File: config.mk
export PLATFORM = sky130hd
export DESIGN_NAME = shift_seq_ctrl
export DESIGN_NICKNAME = d
export VERILOG_FILES = /design/src/rtl/mips_shift_pkg.sv /design/src/rtl/shift_stage.sv /design/src/rtl/shift_seq_ctrl.sv
export SDC_FILE = /design/constraint.sdc
export NUM_CORES = 1
export LEC_CHECK = 0
export ABC_CLOCK_PERIOD_IN_PS = 6710
export CAP_MARGIN = 20
export CORE_ASPECT_RATIO = 1.75
export CORE_MARGIN = 2
export CORE_UTILIZATION = 50
export DETAILED_ROUTE_END_ITERATION = 8
export PLACE_DENSITY = 0.83
export SLEW_MARGIN = 15
export SYNTH_ARGS = -nofsm -noshare
export SYNTH_HDL_FRONTEND = slang
export SYNTH_HIERARCHICAL = 1
export SYNTH_SLANG_ARGS = --single-unit
File: constraint.sdc
create_clock -name clk -period 6.71 [get_ports clk]
set_clock_uncertainty 0.15 [all_clocks]
set_input_delay 0.671 -clock clk [delete_from_list [all_inputs] [get_ports clk]]
set_output_delay 0.671 -clock clk [all_outputs]
set_load 0.01 [all_outputs]
File: src/rtl/mips_shift_pkg.sv
// ---------------------------------------------------------------------------
// mips_shift_pkg
// Shared definitions for the sequential MIPS shift unit:
//   - datapath / shift-amount widths
//   - shift mode encodings (SRL, SLL, SRA, reserved)
//   - FSM state encoding for the controller
//   - helpers for locating set bits in the shift amount (used when
//     zero-weight stages are skipped)
// ---------------------------------------------------------------------------
package mips_shift_pkg;

    localparam int DATA_W  = 32;
    localparam int SHAMT_W = 5;
    // Stage index 0..SHAMT_W-1 fits in three bits.
    localparam int IDX_W   = 3;

    localparam logic [1:0] SH_SRL = 2'b00;
    localparam logic [1:0] SH_SLL = 2'b01;
    localparam logic [1:0] SH_SRA = 2'b10;
    localparam logic [1:0] SH_RSV = 2'b11;

    typedef enum logic [1:0] {
        ST_IDLE  = 2'b00,
        ST_SHIFT = 2'b01,
        ST_DONE  = 2'b10
    } state_t;

    // Index of the most significant set bit; 0 when no bit is set, which
    // turns an all-zero amount into a single pass-through step at stage 0.
    function automatic logic [IDX_W-1:0] highest_set(input logic [SHAMT_W-1:0] bits);
        logic [IDX_W-1:0] idx;
        idx = '0;
        for (int i = 0; i < SHAMT_W; i++) begin
            if (bits[i]) begin
                idx = IDX_W'(i);
            end
        end
        return idx;
    endfunction

    // Bits of amt strictly below position k.
    function automatic logic [SHAMT_W-1:0] bits_below(input logic [SHAMT_W-1:0] amt,
                                                      input logic [IDX_W-1:0]   k);
        logic [SHAMT_W-1:0] mask;
        mask = (SHAMT_W'(1) << k) - SHAMT_W'(1);
        return amt & mask;
    endfunction

endpackage

File: src/rtl/shift_stage.sv
// ---------------------------------------------------------------------------
// shift_stage
// One fixed-distance combinational shift stage with an enable bypass.
//   i_data  : value to shift
//   i_en    : 1 = shift by SI, 0 = pass i_data through unchanged
//   i_mode  : SRL / SLL / SRA (reserved code behaves as SRL here; the
//             controller forces the final result to zero for it)
//   o_data  : shifted (or bypassed) value
// ---------------------------------------------------------------------------
module shift_stage
#(
    parameter int DATA_W = 32,
    parameter int SI     = 1
)
(
    input  logic [DATA_W-1:0] i_data,
    input  logic              i_en,
    input  logic [1:0]        i_mode,
    output logic [DATA_W-1:0] o_data
);
    import mips_shift_pkg::*;

    logic signed [DATA_W-1:0] w_signed_in;

    assign w_signed_in = $signed(i_data);

    always_comb begin
        o_data = i_data;
        if (i_en) begin
            case (i_mode)
                SH_SLL:  o_data = i_data << SI;
                // Arithmetic shift replicates bit DATA_W-1 of the running
                // value, which still carries the original sign.
                SH_SRA:  o_data = $unsigned(w_signed_in >>> SI);
                default: o_data = i_data >> SI;
            endcase
        end
    end

endmodule

File: src/rtl/shift_seq_ctrl.sv
// ---------------------------------------------------------------------------
// shift_seq_ctrl
// Sequential SLL/SRL/SRA unit for the MIPS execute stage. The shift amount
// is applied as binary-weighted steps (16, 8, 4, 2, 1), one step per clock,
// each enabled by the matching shamt bit.
//
// Ports:
//   clk     in   system clock, rising edge
//   reset   in   synchronous active-high reset
//   start   in   request pulse, only sampled in IDLE
//   a       in   operand to shift
//   shamt   in   shift amount 0..31
//   mode    in   00 SRL, 01 SLL, 10 SRA, 11 reserved (result 0)
//   busy    out  high while an operation is in progress
//   done    out  one-cycle completion pulse
//   result  out  shifted value, held until the next completion or reset
//
// Parameters:
//   DATA_W     datapath width (only 32 supported)
//   SHAMT_W    shift-amount width (log2(DATA_W))
//   EARLY_EXIT 0 = visit every stage (fixed 5-cycle latency)
//              1 = visit only stages whose shamt bit is set
// ---------------------------------------------------------------------------
module shift_seq_ctrl
#(
    parameter int DATA_W     = 32,
    parameter int SHAMT_W    = 5,
    parameter int EARLY_EXIT = 0
)
(
    input  logic               clk,
    input  logic               reset,
    input  logic               start,
    input  logic [DATA_W-1:0]  a,
    input  logic [SHAMT_W-1:0] shamt,
    input  logic [1:0]         mode,
    output logic               busy,
    output logic               done,
    output logic [DATA_W-1:0]  result
);
    import mips_shift_pkg::*;

    state_t             r_state;
    state_t             w_next_state;

    logic [DATA_W-1:0]  r_acc;
    logic [SHAMT_W-1:0] r_amt;
    logic [1:0]         r_md;
    logic [IDX_W-1:0]   r_idx;
    logic [DATA_W-1:0]  r_result;

    logic [DATA_W-1:0]  w_stage [SHAMT_W];
    logic [DATA_W-1:0]  w_step;
    logic [IDX_W-1:0]   w_first_idx;
    logic [IDX_W-1:0]   w_next_idx;
    logic               w_last;

    // Stage g shifts by 2^g; all stages see the same accumulator and the
    // one selected by the current index is written back.
    for (genvar g = 0; g < SHAMT_W; g++) begin : g_stage
        shift_stage #(
            .DATA_W (DATA_W),
            .SI     (1 << g)
        ) u_stage (
            .i_data (r_acc),
            .i_en   (r_amt[g]),
            .i_mode (r_md),
            .o_data (w_stage[g])
        );
    end

    assign w_step = w_stage[r_idx];

    // Stage sequencing: fixed countdown, or jump between set bits only.
    always_comb begin
        if (EARLY_EXIT != 0) begin
            w_first_idx = highest_set(shamt);
            w_last      = (bits_below(r_amt, r_idx) == '0);
            w_next_idx  = highest_set(bits_below(r_amt, r_idx));
        end else begin
            w_first_idx = IDX_W'(SHAMT_W - 1);
            w_last      = (r_idx == '0);
            w_next_idx  = r_idx - IDX_W'(1);
        end
    end

    // FSM state register
    always_ff @(posedge clk) begin
        if (reset) begin
            r_state <= ST_IDLE;
        end else begin
            r_state <= w_next_state;
        end
    end

    // FSM next-state logic
    always_comb begin
        w_next_state = r_state;
        case (r_state)
            ST_IDLE:  if (start)  w_next_state = ST_SHIFT;
            ST_SHIFT: if (w_last) w_next_state = ST_DONE;
            ST_DONE:              w_next_state = ST_IDLE;
            default:              w_next_state = ST_IDLE;
        endcase
    end

    // FSM outputs
    always_comb begin
        busy = (r_state == ST_SHIFT);
        done = (r_state == ST_DONE);
    end

    // Operand latch, accumulator and result registers
    always_ff @(posedge clk) begin
        if (reset) begin
            r_acc    <= '0;
            r_amt    <= '0;
            r_md     <= '0;
            r_idx    <= '0;
            r_result <= '0;
        end else begin
            case (r_state)
                ST_IDLE: begin
                    if (start) begin
                        r_acc <= a;
                        r_amt <= shamt;
                        r_md  <= mode;
                        r_idx <= w_first_idx;
                    end
                end
                ST_SHIFT: begin
                    r_acc <= w_step;
                    if (w_last) begin
                        r_result <= (r_md == SH_RSV) ? '0 : w_step;
                    end else begin
                        r_idx <= w_next_idx;
                    end
                end
                default: begin
                end
            endcase
        end
    end

    assign result = r_result;

endmodule
## After elaboration in Yosys (flattened, before gate mapping)

Index checks and enable logic that the tools add are counted.

| word-level totals | value |
|---|---|
| register bits | 76 |
| input bits | 42 |
| output and inout port bits | 34 |
| logic and storage cells | 47 |

| operators by class | value |
|---|---|
| $add $sub $neg | 1 |
| $lt $le $gt $ge | 1 |
| equal/unequal tests | 8 |
| multiplexer cells | 22 |
| bitwise gates (word level) | 1 |
| reduce and logical (&&, ||, !) cells | 8 |

Operators with widths:

| operator | count |
|---|---|
| case mux 32 bit (2 select lines) | 6 |
| two-way mux 32 bit | 9 |
| binary-select mux 32 bit (select 3 bit) | 1 |
| AND reduction 2 bit | 4 |
| equality test 2 bit (second input constant) | 3 |
| two-way mux 3 bit | 2 |
| case mux 3 bit (2 select lines) | 1 |
| equality test 2 x 1 -> 1 bit (second input constant) | 2 |
| greater-or-equal comparator 4 bit (second input constant) | 1 |
| two-way mux 2 bit | 2 |
| inequality test 2 bit (second input constant) | 2 |
| NOT 3 -> 4 bit | 1 |
| case mux 2 bit (2 select lines) | 1 |
| logical NOT 3 bit | 1 |
| AND reduction 3 bit | 1 |
| subtractor 3 x 1 -> 3 bit (second input constant) | 1 |
| logical NOT 2 bit | 1 |
| inequality test 2 x 1 -> 1 bit (second input constant) | 1 |
| nonzero test 2 bit | 1 |

## Depth between registers and ports, before layout

Gate-level depths: netlist of the first run.

| logic depth | value |
|---|---|
| depth in word-level cells | 7 |
| mapped depth | 11 |
| gate-level depth less buffers | 9 |

## By module

Netlist of the first run, hierarchy kept.

By module, submodules not included:

| module | times used | cells an instance | area an instance (um^2) | seq. area each (um^2) |
|---|---|---|---|---|
| shift_seq_ctrl | 1 | 443 | 4149.0 | 1521.5 |
| shift_stage at g_stage[1].u_stage | 1 | 79 | 651.9 | 0.0 |
| shift_stage at g_stage[0].u_stage | 1 | 82 | 644.4 | 0.0 |
| shift_stage at g_stage[2].u_stage | 1 | 77 | 643.1 | 0.0 |
| shift_stage at g_stage[3].u_stage | 1 | 74 | 604.3 | 0.0 |
| shift_stage at g_stage[4].u_stage | 1 | 66 | 525.5 | 0.0 |

## Worst setup path after synthesis of the first run

No wires, ideal clock.

| path | value |
|---|---|
| path type | flip-flop to flip-flop |
| start | register r_md[0] |
| end | register r_acc[10] |
| setup time | 0.132 ns |
| data arrival time | 2.254 ns |
| required time | 6.428 ns |
| slack | 4.174 ns |
| stages on the path, launching flop included | 10 |
| path buffers | 2 |
| clock period less this slack | 2.536 ns |
| cells stage by stage | dfxtp_1 inv_1 ha_1 and3b_1 buf_6 buf_8 a221o_1 mux2_2 a222oi_1 a21oi_1 |

RTL lines:

| what | line | RTL |
|---|---|---|
| from (decl) | shift_seq_ctrl.sv:48 | `logic [1:0] r_md;` |
| from (signal assigned) | shift_seq_ctrl.sv:127 | `r_md <= mode;` |
| to (signal assigned) | shift_seq_ctrl.sv:132 | `r_acc <= w_step;` |
| to (decl) | shift_seq_ctrl.sv:46 | `logic [DATA_W-1:0] r_acc;` |

## Worst setup path after layout of the first run

| path | value |
|---|---|
| start | register r_idx[0] |
| end | register r_result[1] (netlist: result[1]) |

| between the ends | value |
|---|---|
| word-level cells in the longest chain between the ends | 5 |
| elaborated cells between the ends (all ways) | 7 |
| classes of those cells | mux: 4; bitwise: 1; reduce/logical: 2 |

RTL lines:

| what | line | RTL |
|---|---|---|
| from (decl) | shift_seq_ctrl.sv:49 | `logic [IDX_W-1:0] r_idx;` |
| from (signal assigned) | shift_seq_ctrl.sv:128 | `r_idx <= w_first_idx;` |
| from (signal assigned) | shift_seq_ctrl.sv:136 | `r_idx <= w_next_idx;` |
| NOT 3 -> 4 bit (not written as such) | shift_seq_ctrl.sv:72 | `assign w_step = w_stage[r_idx];` |
| binary-select mux 32 bit (select 3 bit) | shift_seq_ctrl.sv:72 |  |
| two-way mux 32 bit (not written as such) (2 in a row) | shift_seq_ctrl.sv:72 |  |
| two-way mux 32 bit | shift_seq_ctrl.sv:134 | `r_result <= (r_md == SH_RSV) ? '0 : w_step;` |
| to (signal assigned) | shift_seq_ctrl.sv:134 |  |
| to (decl) | shift_seq_ctrl.sv:50 | `logic [DATA_W-1:0] r_result;` |

Parallel ways exist; a longest one is shown, timed or not. The select of a mux whose other input is x is not followed.
A chain may end at the register's enable or synchronous reset.

==> impl_metrics.env, run 1 <==
export IMPL_synth_cell_type_count=41
export IMPL_syn_area_per_cell_um2=8.792
export IMPL_fp_dieH_um=162.9
export IMPL_violations="DRC"
export IMPL_slew_viol_final=0
export IMPL_grt_use_met3_pct=4.859
export IMPL_hold_path_class="flop to flop"
export IMPL_finalSetupViolations=0
export IMPL_postSynth_asyncResetShare_pct=0
export IMPL_layout_drive_gt1_share_pct=11.22
export IMPL_syn_instance_count=821
export IMPL_viasPerCell=7.400
export IMPL_vdd_ir_drop_max_mv=0.1003
export IMPL_synth_fp_nets=875
export IMPL_worst_endpoint_arrival_ps=3510
export IMPL_ios=76
export IMPL_leakagePower_nw=2.786
export IMPL_overall_routing_resource_usage_pct=31.00
export IMPL_critPathRequiredTime_ps=6800
export IMPL_slew_headroom_pct=25.57
export IMPL_synth_flop_cell="dfxtp_1"
export IMPL_cts_sink_count=76
export IMPL_tritoncts="yes"
export IMPL_routed_wire_length_per_instance_um=23.84
export IMPL_hold_viol_final=0
export IMPL_core_region_area_um2=14220
export IMPL_post_cts_setup_buffer_count=0
export IMPL_start_util_pct=50.75
export IMPL_netlist_top_cells_area="dfxtp_1 (21%), a221o_1 (15%), nor2b_1 (10%)"
export IMPL_pre_antenna_drt_iters=9
export IMPL_grt_overflow_total=0
export IMPL_die_area_um2=15450
export IMPL_placement_rows=58
export IMPL_antenna_diode_count=0
export IMPL_drt_antenna_violating_nets=0
export IMPL_ys_ff_latch=76
export IMPL_max_freq_ghz=0.2924
export IMPL_finalNetCount=888
export IMPL_tot_pwr_mw=1.569
export IMPL_post_synth_instance_area_um2=7218
export IMPL_worst_pin_slew_ps=1116
export IMPL_remaining_drc_errors=1
export IMPL_use_met1_pct=35.55
export IMPL_timing_critical_path_from_type="flop"
export IMPL_area_growth_syn_to_layout_pct=12.45
export IMPL_synthMostInstantiatedCell="nor2b_1"
export IMPL_sequential_cell_area_fraction_in_the_yosys_report_pct=21.08
export IMPL_post_synth_edffs=0
export IMPL_cts_hold_buf=0
export IMPL_grt_pass1_vias=7162
export IMPL_worst_setup_hold_path_clk_slew_ps=60
export IMPL_synthDominantAreaCellType="dfxtp_1"
export IMPL_place_congestion=0.9458
export IMPL_setup_total_negative_slack_ps=0
export IMPL_die_w_um=94.83
export IMPL_wire_length_reported_by_the_detailed_router_mm=24.27
export IMPL_numPortBuffers=75
export IMPL_cts_buffer_depth=2
export IMPL_gr_max_usage_layer="met2"
export IMPL_stdcell_count=1018
export IMPL_clock_latency_at_the_later_pin_of_the_worst_skew_pair_ps=350
export IMPL_clk_root_buffer_cell="clkbuf_16"
export IMPL_final_min_clock_period_ps=3420
export IMPL_htreeDepth=3
export IMPL_critPathCaptureType="flop"
export IMPL_grt_pass1_wl_mm=37.81
export IMPL_dr_total_vias=7533
export IMPL_run_status="complete, but fails checks"
export IMPL_total_instance_count_after_detailed_placement=1002
export IMPL_antenna_found_initial=0
export IMPL_critPathMaxFanout=67
export IMPL_p_per_area_nw_per_um2=193.3
export IMPL_post_route_period_util_pct=50.98
export IMPL_pin_count_of_the_biggest_net_entering_global_routing=68
export IMPL_synth_top_area_share_pct=21.08
export IMPL_max_cap_violations=0
export IMPL_yosys_top_cells_count="nor2b_1 (116), a221o_1 (109), dfxtp_1 (76)"
export IMPL_detail_route_iter0_violations=1389
export IMPL_postCtsResizedCells=0
export IMPL_grt_util_met2_pct=51.48
export IMPL_detailedPlacementHpwl_mm=14.93
export IMPL_synth_warning_count=6
export IMPL_criticalPathCategory="flop to flop"
export IMPL_grt_setup_unrepaired="no"
export IMPL_tritoncts_num_buffers=9
export IMPL_fraction_of_the_core_area_covered_by_cells_at_the_end_of_the_flow_pct=57.06
## critical path, stage by stage (launching register included)
cell	delay (ps)
dfxtp_2	310
buf_4	780
inv_1	160
ha_1	290
and4bb_1	260
nand4b_1	660
buf_4	360
nor2b_1	70
a221o_1	260
## report_power, final
group | leakage [nW] | internal, mW | switching [mW]
sequential | 0.620 | 0.477 | 0.0870
combinational | 2.00 | 0.206 | 0.230
clock | 0.162 | 0.372 | 0.198
## placed cells by master, fill, tap and decap left out, types with 31 or more instances in the layout
| master | instances |
|---|---|
| a21oi_1 | 44 |
| mux2i_1 | 33 |
| mux2_2 | 32 |
| nand2_1 | 51 |
| nor2b_1 | 116 |
| a22o_1 | 31 |
| clkdlybuf4s50_1 | 75 |
| o2bb2ai_1 | 58 |
| dfxtp_1 | 75 |
| a221o_1 | 109 |
## per-layer routing
| metal | part of all wire (%) | vias to the layer above |
|---|---|---|
| li1 | - | 3299 |
| met3 | 8.6 | 153 |
| met5 | 0 | - |
| met1 | 36 | 3517 |
| met2 | 49 | 564 |
| met4 | 6.4 | 0 |
## worst paths after layout
kind | to | from | slack [ps] | depth (start not counted)
min reg2reg | result[29] | result[29] | 310 | 2
min | result[29] | result[29] | 310 | 2
max reg2reg | result[1] | r_idx[0] | 3290 | 8
max | result[1] | r_idx[0] | 3290 | 8
## kinds of logic (layout without fill, tap and decap cells)
family	count (synthesis)	count (layout)	share of synthesized area (%)
AOI/OAI and AO/OA	341	341	41.08
and+or+nand+nor	214	214	16.88
DFF	76	76	21.08
buffers and inverters	113	130	9.308
adders and majority gates	12	12	2.080
muxes	65	65	9.568
## sequential cells by signal (all words and copies together), names as in the netlist
signal   count
r_acc       32
r_idx        3
r_state      2
r_amt        5
result      32
r_md         2
## final cells by class
cell class	instances	area [um2]
Tap cell	180	225.2
Sequential cell	76	1523
Multi-Input combinational cell	632	5049
Clock buffer	11	242.7
Clock inverter	4	97.59
Inverter	21	78.83
Timing Repair Buffer	94	900.9
Fill cell	1298	6107
## through the flow
stage / setup WS, ps / hold slack [ps] / instance area [um2]
CTS: 3339 / 318.3 / 8100
global placement: 3471 / 294.2 / 7760
floorplan: 4174 / 295.4 / 7218
detailed placement: 3361 / 297.0 / 7760
finish: 3290 / 315.0 / 8117
global route: 3171 / 341.7 / 8117
(Power assumes the default switching activity.)
==> run 2: changes to the inputs <==
ABC_CLOCK_PERIOD_IN_PS = 2900   (was 6710)
PLACE_DENSITY = 0.86   (was 0.83)
clock period = 2.9 ns   (was 6.71 ns; I/O delays follow)
==> impl_metrics.env, run 2 (same netlist as run 1, synthesis figures left out) <==
export IMPL_max_cap_violations=0
export IMPL_dr_total_vias=7729
export IMPL_layout_cells_most_common="nor2b_1"
export IMPL_finalNetCount=914
export IMPL_worst_path_largest_cell_delay_ps=560
export IMPL_setup_total_negative_slack_ps=0
export IMPL_critPathRequiredTime_ps=2980
export IMPL_worst_setup_hold_path_clk_slew_ps=60
export IMPL_timing_reg2reg_worst_path_depth=7
export IMPL_antenna_diode_count=0
export IMPL_pin_count_of_the_biggest_net_entering_global_routing=67
export IMPL_cp_cell_sequence="ha_1, o21a_1, buf_12, a221o_1, mux2i_1, o2bb2ai_1, a221o_1"
export IMPL_hold_path_cell_count=2
export IMPL_vdd_ir_drop_max_mv=0.2692
export IMPL_criticalPathCategory="flop to flop"
export IMPL_place_congestion=0.9785
export IMPL_worst_hold_startpoint="result[30]"
export IMPL_setup_reg_to_reg_worst_slack_ps=90
export IMPL_slew_viol_final=0
export IMPL_max_freq_ghz=0.3565
export IMPL_p_per_area_nw_per_um2=424.9
export IMPL_area_growth_syn_to_layout_pct=14.94
export IMPL_detail_route_iter0_violations=1308
export IMPL_numPortBuffers=75
export IMPL_pre_antenna_drt_iters=7
export IMPL_post_cts_setup_buffer_count=0
export IMPL_grt_pass1_wl_mm=39.69
export IMPL_cts_buffer_depth=2
export IMPL_worst_path_max_delay_cell="dfxtp_1"
export IMPL_hold_viol_final=0
export IMPL_clk_root_buffer_cell="clkbuf_16"
export IMPL_detailedPlacementHpwl_mm=16.70
export IMPL_timing_rr_end="result[25]"
export IMPL_htreeDepth=3
export IMPL_remaining_drc_errors=0
export IMPL_wire_length_reported_by_the_detailed_router_mm=25.79
export IMPL_grt_setup_unrepaired="no"
export IMPL_ios=76
export IMPL_drt_antenna_violating_nets=0
export IMPL_finalSetupViolations=0
export IMPL_die_w_um=94.83
export IMPL_timing_critical_path_mode_cell="a221o_1"
export IMPL_fraction_of_the_core_area_covered_by_cells_at_the_end_of_the_flow_pct=58.33
export IMPL_placement_rows=58
export IMPL_core_region_area_um2=14220
export IMPL_place_area_um2=8000
export IMPL_antenna_found_initial=0
export IMPL_post_route_period_util_pct=96.74
export IMPL_die_area_um2=15450
export IMPL_tritoncts="yes"
export IMPL_tritoncts_num_buffers=9
export IMPL_final_cell_area_um2=8297
export IMPL_grt_overflow_total=0
export IMPL_critPathCaptureType="flop"
export IMPL_leakagePower_nw=2.895
export IMPL_viasPerCell=7.396
export IMPL_final_cell_mix="nor2b_1 (116), a221o_1 (109), clkdlybuf4s50_1 (75)"
export IMPL_layout_filler_cells=1281
export IMPL_routed_wire_length_per_instance_um=24.68
export IMPL_grt_pass1_vias=7614
export IMPL_worst_pin_slew_ps=1044
export IMPL_slew_headroom_pct=30.42
export IMPL_cts_hold_buf=0
export IMPL_run_status="completed"
export IMPL_start_util_pct=50.75
export IMPL_worst_hold_path_endpoint="result[30]"
export IMPL_timing_critical_path_from_type="flop"
export IMPL_worst_r2r_startpoint="r_md[1]"
export IMPL_critPathLaunch="r_md[1]"
export IMPL_tot_pwr_mw=3.525
export IMPL_hold_path_class="flop to flop"
export IMPL_cts_sink_count=76
export IMPL_layout_drive_gt1_share_pct=14.10
export IMPL_overall_routing_resource_usage_pct=32.46
export IMPL_fp_dieH_um=162.9
export IMPL_final_min_clock_period_ps=2805
export IMPL_critPathMaxFanout=13
export IMPL_clock_latency_at_the_later_pin_of_the_worst_skew_pair_ps=350
export IMPL_worst_endpoint_arrival_ps=2890
run 2: cell count changes in the layout (fill, tap and decap cells not counted), moves of 2 or more:
cell        delta
buf_12         +3
buf_4         +24
bufinv_16      -2
clkinvlp_4     +3
run 2: worst max-delay path by stage:
| stage | endpoint | depth (start not counted) |
|---|---|---|
| 2_1_floorplan | r_acc[12] | 9 |
| 3_3_place_gp | r_acc[8] | 7 |
| 3_5_place_dp | r_acc[8] | 7 |
| 4_1_cts | r_acc[17] | 7 |
| 5_1_grt | result[9] | 7 |
| 6_report | result[25] | 7 |
run 2: layout make-up:
cell class	count	area (um2)	area share (%)
multi-input combinational	632	5049	60.85
sequential	76	1524	18.37
timing repair buffer	120	1126	13.57
clock buffer	10	229.0	2.760
tap	180	225.2	2.715
inverter	21	78.83	0.9501
clock inverter	6	65.06	0.7842
run 2: metrics by stage:
step                      hold slack (ps)  worst slack, ps  std cells
after global placement              292.5            214.8       1029
after detailed placement            298.1            141.5       1029
final                               318.1            94.63       1045
after global routing                341.0            6.465       1045
after CTS                           314.4            121.9       1045
after floorplan                     276.0            363.9        821
run 2: per-layer routing:
metal  routed length [um]  global-route usage [%]  vias to the layer above
met5                    0                       0                        -
met1                 9016                   36.49                     3629
met4                 1889                   24.18                        0
met2                12610                   53.58                      578
li1                     -                       -                     3352
met3                 2279                   5.784                      170
run 2: repair_timing:
| item | CTS | global route |
|---|---|---|
| hold endpoints to repair | 0 | 0 |
| endpoints found under the setup margin | 0 | 11 |
| resized for setup | 0 | 2 |
run 2: report_power, final:
| group | internal [mW] | switching [mW] | total, mW |
|---|---|---|---|
| sequential | 1.10 | 0.206 | 1.31 |
| combinational | 0.510 | 0.554 | 1.06 |
| clock | 0.666 | 0.486 | 1.15 |
| total | 2.28 | 1.25 | 3.53 |
run 2: worst max-delay path: cells and delay by family (launching register included):
family | cells | cell delay, ps
compound gates | 4 | 1220
buf+inv | 1 | 230
fa+ha+maj | 1 | 340
mux | 1 | 180
flops | 1 | 560
==> run 3: changes to the inputs <==
CORE_MARGIN = 3   (was 2)
==> impl_metrics.env, run 3 (same netlist as run 1, synthesis figures left out) <==
export IMPL_pwr_share_comb_pct=29.6
export IMPL_cp_cell_sequence="inv_1, ha_1, and3b_1, buf_4, a221o_1, mux2_2, a222oi_1, a21oi_1"
export IMPL_finalNetCount=918
export IMPL_setup_reg_to_reg_worst_slack_ps=200
export IMPL_detailedPlacementHpwl_mm=17.00
export IMPL_hold_viol_final=0
export IMPL_ios=76
export IMPL_switching_share_pct=34.16
export IMPL_slew_headroom_pct=28.31
export IMPL_layout_drive_gt1_share_pct=14.42
export IMPL_grt_pass1_wl_mm=40.26
export IMPL_remaining_drc_errors=0
export IMPL_routed_wire_length_per_instance_um=24.89
export IMPL_power_clock_fraction_pct=33.8
export IMPL_timing_critical_path_from_type="flop"
export IMPL_criticalPathCategory="flop to flop"
export IMPL_grt_pass1_vias=7627
export IMPL_max_cap_violations=0
export IMPL_wire_length_reported_by_the_detailed_router_mm=25.98
export IMPL_layout_cells_most_common="nor2b_1"
export IMPL_hold_path_cell_count=2
export IMPL_vdd_ir_drop_max_mv=0.2591
export IMPL_htreeDepth=3
export IMPL_timing_rr_end="r_acc[21]"
export IMPL_place_congestion=0.9721
export IMPL_timing_reg2reg_worst_path_depth=8
export IMPL_leakagePower_nw=2.934
export IMPL_final_min_clock_period_ps=2696
export IMPL_fraction_of_the_core_area_covered_by_cells_at_the_end_of_the_flow_pct=59.49
export IMPL_grt_overflow_total=0
export IMPL_grt_setup_unrepaired="no"
export IMPL_run_status="completed"
export IMPL_detail_route_iter0_violations=1282
export IMPL_antenna_diode_count=0
export IMPL_slew_viol_final=0
export IMPL_start_util_pct=51.64
export IMPL_core_region_area_um2=13980
export IMPL_worst_r2r_startpoint="r_md[0]"
export IMPL_worst_hold_path_endpoint="result[30]"
export IMPL_drt_antenna_violating_nets=0
export IMPL_power_switching_mw=1.224
export IMPL_cts_buffer_depth=2
export IMPL_fp_dieH_um=164.9
export IMPL_pin_count_of_the_biggest_net_entering_global_routing=66
export IMPL_die_w_um=96.83
export IMPL_area_growth_syn_to_layout_pct=15.20
export IMPL_critPathMaxFanout=9
export IMPL_power_frac_seq_pct=36.7
export IMPL_worst_hold_startpoint="result[30]"
export IMPL_overall_routing_resource_usage_pct=31.02
export IMPL_viasPerCell=7.489
export IMPL_die_area_um2=15970
export IMPL_pre_antenna_drt_iters=9
export IMPL_antenna_found_initial=0
export IMPL_setup_total_negative_slack_ps=0
export IMPL_critPathRequiredTime_ps=2960
export IMPL_numPortBuffers=75
export IMPL_worst_path_max_delay_cell="dfxtp_2"
export IMPL_tritoncts_num_buffers=9
export IMPL_clock_latency_at_the_later_pin_of_the_worst_skew_pair_ps=340
export IMPL_dr_total_vias=7818
export IMPL_cts_sink_count=76
export IMPL_critPathCaptureType="flop"
export IMPL_hold_path_class="flop to flop"
export IMPL_clk_root_buffer_cell="clkbuf_16"
export IMPL_p_per_area_nw_per_um2=430.7
export IMPL_worst_pin_slew_ps=1074
export IMPL_worst_path_largest_cell_delay_ps=400
export IMPL_worst_setup_hold_path_clk_slew_ps=60
export IMPL_cell_internal_pwr_mw=2.358
export IMPL_post_route_period_util_pct=92.96
export IMPL_max_freq_ghz=0.3709
export IMPL_placement_rows=57
export IMPL_tritoncts="yes"
export IMPL_worst_endpoint_arrival_ps=2750
export IMPL_finalSetupViolations=0
export IMPL_final_cell_mix="nor2b_1 (116), a221o_1 (109), clkdlybuf4s50_1 (75)"
[run 3: per-stage QoR]
stage          instance area (um2)  hold slack, ps  setup WS (ps)  total power [mW]  std cells
2_1_floorplan                 7218           276.0          363.9             1.973        821
3_3_place_gp                  7994           293.4          206.3             2.317       1029
3_5_place_dp                  7994           295.5          158.2             2.335       1029
4_1_cts                       8298           327.6          140.2             3.535       1043
5_1_grt                       8315           341.8          58.54             3.695       1044
6_report                      8315           325.2          204.2             3.582       1044
[run 3: how the worst max path moves through the flow]
stage                     startpoint  slack [ps]   endpoint
after floorplan              r_md[0]         360  r_acc[12]
after global placement       r_md[1]         210  r_acc[19]
after detailed placement     r_md[1]         160  r_acc[17]
after CTS                    r_md[1]         140  r_acc[17]
after global routing         r_md[0]          60  r_acc[20]
final                        r_md[0]         200  r_acc[21]
[run 3: layout make-up]
class | count | area, um2
fill | 1232 | 5663
multi-input combinational | 632 | 5047
sequential | 76 | 1525
timing repair buffer | 124 | 1139
clock buffer | 9 | 225.2
tap | 177 | 221.5
clock inverter | 5 | 78.83
inverter | 21 | 78.83
[run 3: power by group through the flow]
stage	Clock (mW)	Sequential [mW]	Combinational, mW
2_1_floorplan	0	1.24	0.737
3_3_place_gp	0	1.32	1.00
3_5_place_dp	0	1.32	1.02
4_1_cts	1.22	1.29	1.03
5_1_grt	1.26	1.31	1.13
6_report	1.21	1.31	1.06
[run 3: timing repair]
| item | in CTS | in global routing |
|---|---|---|
| setup endpoints to repair | 0 | 15 |
| gates resized for setup | 0 | 2 |
| hold buffers | 0 | 0 |
| buffers inserted | 0 | 0 |
[run 3: per-layer routing]
| metal | up-vias | wire length (um) | GRT usage, % |
|---|---|---|---|
| li1 | 3357 | - | - |
| met1 | 3656 | 9155 | 33.15 |
| met2 | 623 | 12460 | 53.55 |
| met3 | 182 | 2320 | 6.044 |
| met4 | 0 | 2042 | 23.90 |
| met5 | - | 0 | 0 |
[run 3: critical path, delay by kind of cell, from the launching register on]
family | cells | cell delay (ps)
simple gates | 1 | 320
compound gates | 3 | 800
flops | 1 | 400
fa+ha+maj | 1 | 320
buf+inv | 2 | 300
mux | 1 | 280
